`src/rtl/halt_sequencer.sv`:
```
// Debug halt / memory wait-state / single-step sequencer driving the CPU clock gate.
// All outputs come straight from flops so halt never changes away from posedge.
module halt_sequencer #(
    parameter int WAIT_CYCLES = 2,
    parameter int STEP_CYCLES = 1
) (
    input  logic       clock,
    input  logic       reset_n,
    input  logic       dbg_halt_req,
    input  logic       dbg_resume_req,
    input  logic       dbg_step_req,
    input  logic       core_wfi,
    input  logic       irq_pending,
    input  logic       mem_req,
    input  logic       mem_ready,
    output logic       halt,
    output logic       halted,
    output logic       step_done,
    output logic [1:0] state
);
    typedef enum logic [1:0] {
        RUN      = 2'b00,
        MEM_WAIT = 2'b01,
        HALTED   = 2'b10,
        STEP     = 2'b11
    } state_t;

    localparam logic [3:0] WAIT_LD = 4'(WAIT_CYCLES);
    localparam logic [3:0] STEP_LD = 4'(STEP_CYCLES);
    localparam bit         WAIT_EN = (WAIT_CYCLES > 0);

    state_t     state_q, state_d;
    logic [3:0] wait_cnt_q, wait_cnt_d;
    logic [3:0] step_cnt_q, step_cnt_d;
    logic       wfi_wait_q, wfi_wait_d;
    logic       halt_pending_q, halt_pending_d;
    logic       step_return_q, step_return_d;
    logic       step_done_q, step_done_d;
    logic       halt_q, halted_q;

    always_comb begin
        state_d        = state_q;
        wait_cnt_d     = wait_cnt_q;
        step_cnt_d     = step_cnt_q;
        wfi_wait_d     = wfi_wait_q;
        halt_pending_d = halt_pending_q;
        step_return_d  = step_return_q;
        step_done_d    = 1'b0;
        case (state_q)
            RUN: begin
                if (dbg_halt_req) begin
                    state_d = HALTED;
                end else if (core_wfi && !irq_pending) begin
                    state_d    = HALTED;
                    wfi_wait_d = 1'b1;
                end else if (mem_req && WAIT_EN) begin
                    state_d    = MEM_WAIT;
                    wait_cnt_d = WAIT_LD;
                end
            end
            MEM_WAIT: begin
                if (dbg_halt_req) halt_pending_d = 1'b1;
                if (wait_cnt_q != 4'd0) wait_cnt_d = wait_cnt_q - 4'd1;
                // Exit on the cycle the counter would reach zero, or early on mem_ready.
                if (wait_cnt_q <= 4'd1 || mem_ready) begin
                    wait_cnt_d     = 4'd0;
                    halt_pending_d = 1'b0;
                    step_return_d  = 1'b0;
                    if (halt_pending_q || dbg_halt_req) begin
                        state_d = HALTED;
                    end else if (step_return_q) begin
                        state_d     = HALTED;
                        step_done_d = 1'b1;
                    end else begin
                        state_d = RUN;
                    end
                end
            end
            HALTED: begin
                if (dbg_halt_req) wfi_wait_d = 1'b0;
                if (dbg_resume_req) begin
                    state_d    = RUN;
                    wfi_wait_d = 1'b0;
                end else if (dbg_step_req) begin
                    state_d    = STEP;
                    step_cnt_d = STEP_LD;
                end else if (wfi_wait_q && irq_pending && !dbg_halt_req) begin
                    state_d    = RUN;
                    wfi_wait_d = 1'b0;
                end
            end
            STEP: begin
                if (mem_req && WAIT_EN) begin
                    state_d       = MEM_WAIT;
                    wait_cnt_d    = WAIT_LD;
                    step_return_d = 1'b1;
                    step_cnt_d    = 4'd0;
                end else begin
                    if (step_cnt_q != 4'd0) step_cnt_d = step_cnt_q - 4'd1;
                    if (step_cnt_q <= 4'd1) begin
                        state_d     = HALTED;
                        step_done_d = 1'b1;
                        step_cnt_d  = 4'd0;
                    end
                end
            end
        endcase
    end

    always_ff @(posedge clock or negedge reset_n) begin
        if (!reset_n) begin
            state_q        <= RUN;
            wait_cnt_q     <= 4'd0;
            step_cnt_q     <= 4'd0;
            wfi_wait_q     <= 1'b0;
            halt_pending_q <= 1'b0;
            step_return_q  <= 1'b0;
            step_done_q    <= 1'b0;
            halt_q         <= 1'b0;
            halted_q       <= 1'b0;
        end else begin
            state_q        <= state_d;
            wait_cnt_q     <= wait_cnt_d;
            step_cnt_q     <= step_cnt_d;
            wfi_wait_q     <= wfi_wait_d;
            halt_pending_q <= halt_pending_d;
            step_return_q  <= step_return_d;
            step_done_q    <= step_done_d;
            halt_q         <= (state_d == MEM_WAIT) || (state_d == HALTED);
            halted_q       <= (state_d == HALTED);
        end
    end

    assign halt      = halt_q;
    assign halted    = halted_q;
    assign step_done = step_done_q;
    assign state     = state_q;
endmodule

```
`config.mk`:
```
export PLATFORM = sky130hd
export DESIGN_NAME = halt_sequencer
export DESIGN_NICKNAME = d
export VERILOG_FILES = /design/src/rtl/halt_sequencer.sv
export SDC_FILE = /design/constraint.sdc
export NUM_CORES = 1
export LEC_CHECK = 0
export ABC_AREA = 1
export CAP_MARGIN = 30
export CELL_PAD_IN_SITES_DETAIL_PLACEMENT = 0
export CELL_PAD_IN_SITES_GLOBAL_PLACEMENT = 1
export CORE_MARGIN = 3
export CORE_UTILIZATION = 34
export CTS_CLUSTER_DIAMETER = 50
export DETAILED_ROUTE_END_ITERATION = 7
export GPL_TIMING_DRIVEN = 0
export PLACE_DENSITY = 0.74
export SYNTH_ARGS = -nofsm -noshare
export SYNTH_HDL_FRONTEND = slang
export SYNTH_SLANG_ARGS = --single-unit
```
`constraint.sdc`:
```
create_clock -name clock -period 1.7 [get_ports clock]
set_clock_uncertainty 0.05 [all_clocks]
set_input_delay 0.34 -clock clock [delete_from_list [all_inputs] [get_ports clock]]
set_output_delay 0.34 -clock clock [all_outputs]
set_load 0.05 [all_outputs]
```
==> flow_metrics.py <==
metrics = {
    "run_status": {
        "status": "complete, no violations",
    },
    "global_routing": {
        "grt_overflow": 0,
        "grtUsageMet2_pct": 24.3,
        "grt_util_met1_pct": 19.5,
        "grt_usage_pct": 15.0,
        "met3_usage_pct": 3.77,
        "grt_pass1_vias": 925,
        "antenna_found_initial": 0,
        "busiest_layer": "met2",
        "grt_pass1_wl_mm": 4.08,
        "grt_max_degree": 17,
    },
    "worst_setup_path": {
        "cp_cell_sequence": "ha_2, inv_1, nand2_2, nand2_4, nand2_4, nand2_4, inv_4, nand2_4, nand3_4, ha_4, inv_1",
        "crit_required_ps": 1850,
        "critPathKind": "reg2reg",
        "cp_slowest_stage_delay_ps": 440,
        "cp.arrival_ps": 1780,
        "critPathLaunch": "wait_cnt_q[0]",
        "path_max_fanout": 4,
        "cpMaxStageDelayCell": "dfrtp_1",
        "r2r_cells": 11,
        "path_common_cell": "nand2_4",
        "cp-end-kind": "flop",
        "start_kind": "flop",
        "reg2reg_from": "wait_cnt_q[0]",
    },
    "placed_design": {
        "io_buffers": 13,
        "place_congestion": 0.788,
        "dp_slack_ps": -204,
        "hpwl_mm": 1.76,
        "dp_cells": 190,
    },
    "floorplanning": {
        "initial_core_util_pct": 36.6,
        "rows": 19,
        "core_area_sq_um": 2830,
        "die_area_sq_um": 3750,
        "die_w_microns": 61.2,
        "die_h_microns": 61.2,
        "io-pin-count": 14,
    },
    "finish": {
        "areaGrowthSynthToFinish_pct": 32.2,
        "fin_cells": 200,
        "diodes": 0,
        "nNetsFinal": 185,
        "nFillCells": 301,
        "drive_above_1_share_pct": 26.0,
    },
    "synth": {
        "syn_nets": 161,
        "yosys_warnings": 0,
        "synth_cells": 146,
        "ys_seq_area_share_pct": 38.6,
        "avgSynthCellArea_sq_um": 7.10,
        "synth-edff-count": 0,
        "ys_ff_latch": 16,
        "ys.flop_type": "dfrtp_1",
        "async_flop_share_pct": 100,
        "netlist_area_sq_um": 1040,
        "synth_cell_types": 18,
    },
    "clock_tree": {
        "root_buffer": "clkbuf_4",
        "cts.sinks": 16,
        "cts_buffer_depth": 2,
        "cts_buffers": 3,
        "cts_tree": "yes",
        "clk_pin_slew_worst_paths_ps": 100,
        "insertion_delay_ps": 290,
        "h-tree-depth": 1,
        "holdBufCountCts": 0,
    },
    "pwr": {
        "p_seq_share_pct": 28.6,
        "power.share.switching_pct": 50.8,
        "internal_power_uw": 1200,
        "power.density_nw_per_um2": 1780,
        "vdd.ir_drop.worst_mv": 0.714,
        "combPwrFrac_pct": 62.4,
        "power.total_uw": 2430,
        "p_switching_uw": 1240,
        "clkPwrFrac_pct": 9.0,
        "cellLeakagePower_uw": 0.000701,
    },
    "sta": {
        "finalCritPeriodShare_pct": 96.1,
        "worst_slack_ps": 65.5,
        "max_freq_mhz": 612,
        "relSlewSlack_pct": 50.2,
        "setup-violations-final": 0,
        "slew_violations": 0,
        "tns_ps": 0,
        "finalHoldViolations": 0,
        "min_period_ps": 1630,
        "whs_ps": 428,
        "tightest_slew_ps": 744,
        "rsz0062_at_grt": "yes",
    },
    "routing": {
        "first_pass_iters": 6,
        "wl_per_cell_microns": 12.5,
        "drtIter0Drc": 58,
        "vias": 982,
        "routed_wl_mm": 2.49,
        "remaining_drc_errors": 0,
        "ant_nets": 0,
        "routed_via_density": 4.91,
    },
    "flow_run": {
        "max_cap_viol_count": 0,
    },
    "min_path": {
        "hold_path.class": "in2async",
    },
}
[registers in the layout (all words and copies together) (netlist names)]
name and flops:
step_cnt_q 4, wait_cnt_q 4, state 2, halt 1
halt_pending_q 1, halted 1, step_done 1, step_return_q 1
wfi_wait_q 1
[critical path, delay by kind of cell (launching register included)]
family / cells / cell delay (ps)
and+or+nand+nor: 6 / 440
DFF: 1 / 440
adders and majority gates: 2 / 470
buffers and inverters: 3 / 140
[cells in the mapped netlist (4+ instances only)]
cell | number | area (sq um)
a21oi_1 | 7 | 35.0
dfrtp_1 | 16 | 400
ha_1 | 6 | 75.1
inv_1 | 23 | 86.3
inv_2 | 4 | 15.0
nand2_1 | 40 | 150
nand2_2 | 5 | 31.3
nand3_1 | 13 | 65.1
nand4_1 | 4 | 25.0
nor2_1 | 10 | 37.5
nor2_2 | 4 | 25.0
o21ai_0 | 5 | 25.0
[per-layer routing]
| metal | vias to the layer above | routed length [microns] |
|---|---|---|
| met5 | - | 0 |
| met4 | 0 | 28 |
| met3 | 5 | 108 |
| met2 | 23 | 1280 |
| met1 | 448 | 1080 |
| li1 | 506 | - |
[metrics by stage]
| step | area, sq um | utilization, % |
|---|---|---|
| floorplan | 1040 | - |
| global placement | 1210 | 42.6 |
| detailed placement | 1210 | 42.6 |
| CTS | 1270 | 44.8 |
| global route | 1370 | 48.4 |
| finish | 1370 | 48.4 |
[layout by cell type (no fill, tap or decap)]
cell type | synthesis | final
clkbuf_4 | 0 | 3
clkdlybuf4s15_2 | 0 | 1
o21ai_4 | 0 | 1
nand3_1 | 13 | 11
a21oi_1 | 7 | 7
clkbuf_2 | 0 | 1
nand2_1 | 40 | 35
dfrtp_2 | 0 | 1
nand2_2 | 5 | 6
nand3_4 | 0 | 1
inv_1 | 23 | 20
nand3_2 | 0 | 1
clkinv_1 | 1 | 1
nor3_1 | 2 | 2
buf_4 | 0 | 6
nand3b_1 | 1 | 1
o22ai_1 | 2 | 2
ha_1 | 6 | 2
nor2_4 | 2 | 2
dfrtp_1 | 16 | 15
clkdlybuf4s50_1 | 0 | 8
inv_2 | 4 | 6
dlygate4sd2_1 | 0 | 3
nand4_1 | 4 | 4
ha_2 | 0 | 2
o21ai_2 | 0 | 1
xor2_1 | 1 | 1
clkbuf_1 | 0 | 1
o21ai_0 | 5 | 3
ha_4 | 0 | 2
nand2_4 | 0 | 4
nor2_1 | 10 | 9
nor2_2 | 4 | 5
inv_4 | 0 | 1
[layout make-up]
cell class	count	area (sq um)	area share, %
multi-input combinational	102	628	45.8
timing repair buffer	19	168	12.2
tap	31	38.8	2.83
sequential	16	402	29.3
clock buffer	4	26.3	1.92
inverter	28	108	7.85
[power by group through the flow]
stage,registers [uW],clock network (uW),logic (uW)
2_1_floorplan,849,0,733
3_3_place_gp,699,0,1190
3_5_place_dp,701,0,1200
4_1_cts,695,228,1260
5_1_grt,716,238,1710
6_report,697,218,1520
[cells by family (layout without fill, tap and decap cells)]
family	count (synthesis)	count (layout)	share of synthesized area, %
buf+inv	28	51	10.1
compound gates	14	14	7.00
simple gates	81	81	36.1
xor+xnor	1	1	0.846
fa+ha+maj	6	6	7.25
flops	16	16	38.6
[final timing paths]
check                           endpoint  slack [ps]
max reg2reg                         halt          70
min reg2reg                wait_cnt_q[1]         460
max in group asynchronous       state[1]         660
min                        wait_cnt_q[2]         430
min in group clock         wait_cnt_q[1]         460
max                                 halt          70
[repair_timing]
action                     4_1_cts  5_1_grt
pin swaps                        0        4
setup endpoints to repair        7        3
buffers inserted                 2        4
resized for setup               18       18
(Power assumes the default switching activity.)
